[src/rtl/regfile_pkg.sv]
// ----------------------------------------------------------------------------
// regfile_pkg
//   Shared constants, types and helpers for the scoreboarded register file.
//   - DEFAULT_DATA_W / DEFAULT_ADDR_W : default register width / address width
//   - reg_addr_t                      : register address at the default width
//   - addr_in_range()                 : true when an address selects a physical
//                                       register (NUM_REGS may be smaller than
//                                       the address space)
// ----------------------------------------------------------------------------
package regfile_pkg;

    localparam int unsigned DEFAULT_DATA_W = 16;
    localparam int unsigned DEFAULT_ADDR_W = 4;

    typedef logic [DEFAULT_ADDR_W-1:0] reg_addr_t;

    function automatic logic addr_in_range(input int unsigned addr,
                                           input int unsigned num_regs);
        return addr < num_regs;
    endfunction

endpackage

[src/rtl/regfile_scoreboard.sv]
// ----------------------------------------------------------------------------
// regfile_scoreboard
//   One pending-write bit per register. An issue marks its destination busy,
//   a write-back clears it; when both hit the same register in one cycle the
//   issue wins, because that register now waits on the newer instruction.
//   There is no counting: a second issue to a busy register leaves it busy.
//   Addresses >= NUM_REGS are ignored.
//
// Ports
//   clk          in   clock, updates on posedge
//   reset        in   asynchronous active-high reset, clears all busy bits
//   issue_valid  in   mark issue_reg pending
//   issue_reg    in   destination of the issued instruction
//   wb_valid     in   write-back strobe, clears wb_reg
//   wb_reg       in   write-back destination
//   busy_vec     out  registered busy bits, bit i = register i pending
// ----------------------------------------------------------------------------
module regfile_scoreboard
    import regfile_pkg::*;
#(
    parameter int unsigned ADDR_W   = DEFAULT_ADDR_W,
    parameter int unsigned NUM_REGS = 1 << ADDR_W
) (
    input  logic                clk,
    input  logic                reset,
    input  logic                issue_valid,
    input  logic [ADDR_W-1:0]   issue_reg,
    input  logic                wb_valid,
    input  logic [ADDR_W-1:0]   wb_reg,
    output logic [NUM_REGS-1:0] busy_vec
);

    localparam int unsigned IDX_W = (NUM_REGS > 1) ? $clog2(NUM_REGS) : 1;

    function automatic logic [IDX_W-1:0] index_of(input logic [ADDR_W-1:0] a);
        return IDX_W'(a);
    endfunction

    logic [NUM_REGS-1:0] set_mask;
    logic [NUM_REGS-1:0] clr_mask;
    logic [NUM_REGS-1:0] busy_nxt;

    // NOTE: every always_comb output gets a default before any condition so
    // no path leaves it unassigned, which would otherwise infer a latch.
    always_comb begin
        set_mask = '0;
        clr_mask = '0;
        if (issue_valid && addr_in_range(32'(issue_reg), NUM_REGS))
            set_mask[index_of(issue_reg)] = 1'b1;
        if (wb_valid && addr_in_range(32'(wb_reg), NUM_REGS))
            clr_mask[index_of(wb_reg)] = 1'b1;
        // Clear first, then set: a same-register issue overrides the clear.
        busy_nxt = (busy_vec & ~clr_mask) | set_mask;
    end

    // NOTE: clocked state uses non-blocking assignments so every flop samples
    // the pre-edge value of every other flop, independent of block order.
    always_ff @(posedge clk or posedge reset) begin
        if (reset)
            busy_vec <= '0;
        else
            busy_vec <= busy_nxt;
    end

endmodule

[src/rtl/regfile_sb.sv]
// ----------------------------------------------------------------------------
// regfile_sb
//   Register file with two registered read ports, one write-back port and a
//   pending-write scoreboard for read-after-write hazard detection.
//   Read data and ready appear one cycle after the address is presented.
//   Addresses >= NUM_REGS read as 0 / ready and are never written.
//
// Configuration macro
//   REGFILE_BYPASS_EN  defined   : a read of the register being written back
//                                  in the same cycle returns wb_data; ready is
//                                  1 unless an issue to that register happens
//                                  in the same cycle.
//                      undefined : reads see storage and busy state as they
//                                  were before the edge; the new value shows
//                                  up one cycle later.
//
// Parameters
//   DATA_W, ADDR_W, NUM_REGS (NUM_REGS must not exceed 2**ADDR_W)
//
// Ports
//   clk, reset              clock; asynchronous active-high reset
//   rd_addr1 / rd_addr2     read addresses, sampled on posedge
//   rd_data1 / rd_data2     registered read data
//   rd_ready1 / rd_ready2   registered, 1 = register not pending a write
//   issue_valid, issue_reg  mark a destination register pending
//   wb_valid, wb_reg,       write-back strobe, destination and data
//   wb_data
//   busy_vec                live scoreboard bits
//   last_wb                 data of the most recent write-back (debug)
// ----------------------------------------------------------------------------
module regfile_sb
    import regfile_pkg::*;
#(
    parameter int unsigned DATA_W   = DEFAULT_DATA_W,
    parameter int unsigned ADDR_W   = DEFAULT_ADDR_W,
    parameter int unsigned NUM_REGS = 1 << ADDR_W
) (
    input  logic                clk,
    input  logic                reset,
    input  logic [ADDR_W-1:0]   rd_addr1,
    input  logic [ADDR_W-1:0]   rd_addr2,
    output logic [DATA_W-1:0]   rd_data1,
    output logic [DATA_W-1:0]   rd_data2,
    output logic                rd_ready1,
    output logic                rd_ready2,
    input  logic                issue_valid,
    input  logic [ADDR_W-1:0]   issue_reg,
    input  logic                wb_valid,
    input  logic [ADDR_W-1:0]   wb_reg,
    input  logic [DATA_W-1:0]   wb_data,
    output logic [NUM_REGS-1:0] busy_vec,
    output logic [DATA_W-1:0]   last_wb
);

    localparam int unsigned IDX_W = (NUM_REGS > 1) ? $clog2(NUM_REGS) : 1;

    function automatic logic [IDX_W-1:0] index_of(input logic [ADDR_W-1:0] a);
        return IDX_W'(a);
    endfunction

    logic [DATA_W-1:0] mem [NUM_REGS];
    logic              wb_hit;

    logic [ADDR_W-1:0] rd_addr     [2];
    logic [DATA_W-1:0] rd_data_nxt [2];
    logic              rd_ready_nxt[2];

    assign wb_hit     = wb_valid && addr_in_range(32'(wb_reg), NUM_REGS);
    assign rd_addr[0] = rd_addr1;
    assign rd_addr[1] = rd_addr2;

    // ------------------------------------------------------------------
    // Scoreboard
    // ------------------------------------------------------------------
    regfile_scoreboard #(
        .ADDR_W   (ADDR_W),
        .NUM_REGS (NUM_REGS)
    ) u_scoreboard (
        .clk         (clk),
        .reset       (reset),
        .issue_valid (issue_valid),
        .issue_reg   (issue_reg),
        .wb_valid    (wb_valid),
        .wb_reg      (wb_reg),
        .busy_vec    (busy_vec)
    );

    // ------------------------------------------------------------------
    // Storage
    // ------------------------------------------------------------------
    // NOTE: the array is reset because architectural registers must read 0
    // after reset; this keeps it in flops rather than a RAM macro.
    always_ff @(posedge clk or posedge reset) begin
        if (reset) begin
            for (int i = 0; i < NUM_REGS; i++)
                mem[i] <= '0;
        end else if (wb_hit) begin
            mem[index_of(wb_reg)] <= wb_data;
        end
    end

    // ------------------------------------------------------------------
    // Read muxes (next-state of the registered read ports)
    // ------------------------------------------------------------------
    always_comb begin
        for (int p = 0; p < 2; p++) begin
            rd_data_nxt[p]  = '0;
            rd_ready_nxt[p] = 1'b1;
            if (addr_in_range(32'(rd_addr[p]), NUM_REGS)) begin
                rd_data_nxt[p]  = mem[index_of(rd_addr[p])];
                rd_ready_nxt[p] = ~busy_vec[index_of(rd_addr[p])];
`ifdef REGFILE_BYPASS_EN
                // Forward the write-back; it only resolves the hazard if no
                // newer instruction re-claims the register in this cycle.
                if (wb_hit && rd_addr[p] == wb_reg) begin
                    rd_data_nxt[p]  = wb_data;
                    rd_ready_nxt[p] = ~(issue_valid && issue_reg == wb_reg);
                end
`endif
            end
        end
    end

    // ------------------------------------------------------------------
    // Registered outputs
    // ------------------------------------------------------------------
    always_ff @(posedge clk or posedge reset) begin
        if (reset) begin
            rd_data1  <= '0;
            rd_data2  <= '0;
            rd_ready1 <= 1'b1;
            rd_ready2 <= 1'b1;
            last_wb   <= '0;
        end else begin
            rd_data1  <= rd_data_nxt[0];
            rd_data2  <= rd_data_nxt[1];
            rd_ready1 <= rd_ready_nxt[0];
            rd_ready2 <= rd_ready_nxt[1];
            // Tracks every strobe, including ones to unmapped addresses.
            if (wb_valid)
                last_wb <= wb_data;
        end
    end

endmodule

[config.mk]
export PLATFORM = sky130hd
export DESIGN_NAME = regfile_sb
export DESIGN_NICKNAME = d
export VERILOG_FILES = /design/src/rtl/regfile_pkg.sv /design/src/rtl/regfile_scoreboard.sv /design/src/rtl/regfile_sb.sv
export SDC_FILE = /design/constraint.sdc
export NUM_CORES = 1
export LEC_CHECK = 0
export CORE_ASPECT_RATIO = 0.75
export CORE_UTILIZATION = 54
export CTS_CLUSTER_DIAMETER = 60
export DETAILED_ROUTE_END_ITERATION = 8
export GPL_ROUTABILITY_DRIVEN = 1
export HOLD_SLACK_MARGIN = 0.06
export PLACE_DENSITY_LB_ADDON = 0.2
export SLEW_MARGIN = 20
export SYNTH_ARGS = -nofsm -noshare
export SYNTH_HDL_FRONTEND = slang
export SYNTH_SLANG_ARGS = --single-unit
[constraint.sdc]
create_clock -name clk -period 9.7 [get_ports clk]
set_input_delay 1.455 -clock clk [delete_from_list [all_inputs] [get_ports clk]]
set_output_delay 1.455 -clock clk [all_outputs]
set_load 0.01 [all_outputs]
==> out/results.txt <==
The run finished with clean final reports. Summed over all cells, the static leakage comes to 0.00764 uW. Among all flip-flop cells after synthesis, the most frequent one is sky130_fd_sc_hd__dfrtp_1.

Setup violations remaining at the end of the flow were counted as 0. Global routing met1 resource utilization: 0.410. The global-route usage over all layers came out at 0.280. Largest fanout of any net on the critical path: 20. The die is 151 microns tall.

The worst setup path is captured at a register. The internal portion of the total power is 3100 uW. Clock tree synthesis found a total of 322 sinks.

For flop-to-flop paths, the worst setup slack is 8290 ps. The worst setup path is launched from an input port. The first detailed-routing pass ran for 5 iterations.

The launching element of the worst setup path was wb_valid. The analysis attributes to net switching a power of 1070 uW. The synthesis warning total was 0; the total non-filler cell area in the finished layout was 18,300 sq um.

The worst path arrival time is 4250 ps, and the power density over the cells is 228 nW/um^2. In this run the count of I/O pins placed on the die edge is 102. The clock group share of total power is 0.334, and the portion of the post-synthesis area used by sequential elements is 0.506. The synthesized area per cell was 16.0 sq um. The violation count after the first detailed-routing iteration is 738, and the total routed wirelength is 40.6 mm. The setup path with the least slack is of type input port to register. The number of cells on the worst reg-to-reg path is 3. Counting along the longest clock path gives a buffer depth of 3. Data on the critical path is required at its endpoint by 10,090 ps. The share of layout cells above drive strength 1 came out at 0.468. For the starting density of the core, the log shows 0.548. The logs give 62.1 mm for the wire length of the first global-routing pass and 0 for the number of max-slew violations in the final report.

The reg-to-reg endpoint was rd_data2[5]. Setup repair after global routing left no endpoint under its margin. Dividing the detail-routed wire length by the instance count gives 27.5 microns. From synthesis to final layout, the design area changed by 14.9%. After synthesis, the netlist uses 33 different library cells. Yosys mapped a number of flops with a built-in enable equal to 0. The fraction of registers with async set or reset after synthesis is 1.00. The source of the worst register-to-register timing path is mem[197].

The summed instance area of the synthesized netlist came out at 15,900 sq um. The vias per cell was 6.54; the remaining routing DRC violations was 0. The detailed-route via count is 9,652, and the met3 demand-to-capacity share in global routing is 0.0569. Entering global routing, the biggest net connects 172 pins. The wire-length estimate of the detail-placed layout is 23.1 mm. In this run, post-CTS repair resized a total of 0 instances. IR analysis of the VDD net gives a maximum drop of 0.000144 V. For the final core area utilization, the log shows 0.630.

TritonCTS built the clock tree. The tools report the post-synthesis net count as 1,033. The run gives 0.792 as the placer congestion estimate. Summed over all failing endpoints, the final setup total negative slack is 0 ps. The H-tree generated during clock tree synthesis spans 2 levels. The number of clock buffers added by TritonCTS is 34. The final layout contains 1,095 nets. Master cell of the clock root buffer: sky130_fd_sc_hd__clkbuf_16. The number of placement rows was 54; the number of antenna cells inserted was 0. The overall overflow remaining after global route is 0, and the final period utilization is 0.397. The path class of the lowest-slack min-delay path was register to register.

Max-cap violations in this run came to 0. The via count of the first global-routing pass came out at 10,012. The run gives 0 as the number of endpoints with negative hold slack in the final report.

The switching fraction of total power was 0.257; the final critical delay including setup and external delays was 3860 ps. The logs give 0.223 for the worst relative slew slack and 4170 uW for the overall power consumption. After filler insertion, the fill cell instance count of the layout stands at 2,162. The most utilized layer in the global route result was met2. The run gives 0 as the initial antenna violation count.

The number of nets still failing antenna checks after routing came out at 0. The global-route met2 utilization was 0.425. In this run the horizontal extent of the chip is 200 microns. The slew at the pin closest to its max-slew limit was 1160 ps; the power share of the combinational group was 0.219.

The number of setup buffers added after CTS is 0. Clock skew on the completed layout was measured at 17.2 ps. The count of hold buffers inserted by post-cts repair was 0; the fmax was 259 MHz. Port buffering added 101 buffers.

The synthesized flop and latch total came out at 322. At the later pin of the worst-skew pair, clock insertion delay measures 520 ps. Hold timing on the final database bottoms out at a slack of 505 ps.

Placed instance area: 17,100 sq um. The die covers 30,200 sq um. The register share of total power is 0.447. After technology mapping, the gate count stands at 997.

The clock transition at the registers of the reported paths was 60 ps. The region available for standard cell placement spans 29,100 sq um. The critical path endpoint is mem[206].
-- worst min path at each step --
stage                              to   startpoint  cells past startpoint  slack [ps]
after floorplan              mem[217]     mem[217]                      1         490
after global placement    last_wb[13]  last_wb[13]                      1         490
after detailed placement  last_wb[11]  last_wb[11]                      1         490
after CTS                 last_wb[11]  last_wb[11]                      1         510
after global routing       last_wb[4]   last_wb[4]                      1         530
final                     last_wb[11]  last_wb[11]                      1         500
-- critical path, stage by stage --
cell and delay, ps:
sky130_fd_sc_hd__clkdlybuf4s50_1 450, sky130_fd_sc_hd__buf_4 390, sky130_fd_sc_hd__nor3b_1 560, sky130_fd_sc_hd__nor2b_2 960, sky130_fd_sc_hd__mux2_2 430
-- routing by layer --
layer  part of all wire  vias to the layer above
met5                  0                        -
met1               0.45                     5209
met3              0.073                       86
met2               0.45                      382
met4              0.025                        0
li1                   -                     3975
-- cell usage after synthesis (4+ instances only) --
cell                       instances  area [sq um]
sky130_fd_sc_hd__mux2_2          245          2760
sky130_fd_sc_hd__nor3_1            4          20.0
sky130_fd_sc_hd__buf_1             4          15.0
sky130_fd_sc_hd__a22oi_1          64           480
sky130_fd_sc_hd__o21ai_0          18          90.1
sky130_fd_sc_hd__mux2_4           27           405
sky130_fd_sc_hd__buf_2            33           165
sky130_fd_sc_hd__nand2_1          36           135
sky130_fd_sc_hd__nor2b_1           5          31.3
sky130_fd_sc_hd__nor2_1            6          22.5
sky130_fd_sc_hd__buf_4             5          37.5
sky130_fd_sc_hd__clkbuf_1         35           131
sky130_fd_sc_hd__dfrtp_1         320          8010
sky130_fd_sc_hd__nor2_2            9          56.3
sky130_fd_sc_hd__buf_6            11           124
sky130_fd_sc_hd__a22o_1            5          43.8
sky130_fd_sc_hd__nand2b_1          5          31.3
sky130_fd_sc_hd__mux4_2          136          3060
-- sequential cells by signal, summed over array words and instances (netlist names) --
| signal | cells |
|---|---|
| rd_ready1 | 1 |
| mem | 256 |
| rd_ready2 | 1 |
| u_scoreboard.busy_vec | 16 |
| last_wb | 16 |
| rd_data2 | 16 |
| rd_data1 | 16 |
-- placed cells by master (no fill, tap or decap), types with 5 or more instances in the layout --
cell type / count
sky130_fd_sc_hd__o21ai_0: 18
sky130_fd_sc_hd__clkdlybuf4s50_1: 97
sky130_fd_sc_hd__clkbuf_1: 8
sky130_fd_sc_hd__a22oi_1: 64
sky130_fd_sc_hd__clkinv_2: 7
sky130_fd_sc_hd__clkbuf_16: 37
sky130_fd_sc_hd__a22o_1: 5
sky130_fd_sc_hd__bufinv_16: 5
sky130_fd_sc_hd__mux2_2: 245
sky130_fd_sc_hd__mux2_4: 27
sky130_fd_sc_hd__nor2_4: 7
sky130_fd_sc_hd__buf_4: 16
sky130_fd_sc_hd__dfrtp_1: 320
sky130_fd_sc_hd__mux4_2: 136
sky130_fd_sc_hd__nand2_1: 36
-- final cells by class --
class	instances	area, sq um	share of cell area
Inverter	3	15.0	0.000821
Tap cell	392	490	0.0268
Multi-Input combinational cell	582	7400	0.404
Clock inverter	12	185	0.0101
Clock buffer	49	1010	0.0553
Sequential cell	322	8060	0.441
Timing Repair Buffer	116	1130	0.0620
-- cell families after synthesis --
family,share of synthesized area
flops,0.506
mux,0.391
buf+inv,0.0329
compound gates,0.0417
simple gates,0.0276
-- metrics by stage --
stage	instances	worst slack [ps]
6_report	1476	5840
3_3_place_gp	1415	5520
2_1_floorplan	997	3950
3_5_place_dp	1415	5410
5_1_grt	1476	5760
4_1_cts	1476	5910
-- power by group through the flow --
stage | Combinational (uW) | Clock [uW] | Sequential, uW
after floorplan | 633 | 0 | 1840
after global placement | 895 | 0 | 1860
after detailed placement | 916 | 0 | 1880
after CTS | 920 | 1410 | 1860
after global routing | 977 | 1460 | 1910
final | 914 | 1390 | 1860
No activity file was read; power rests on OpenSTA's default activity.
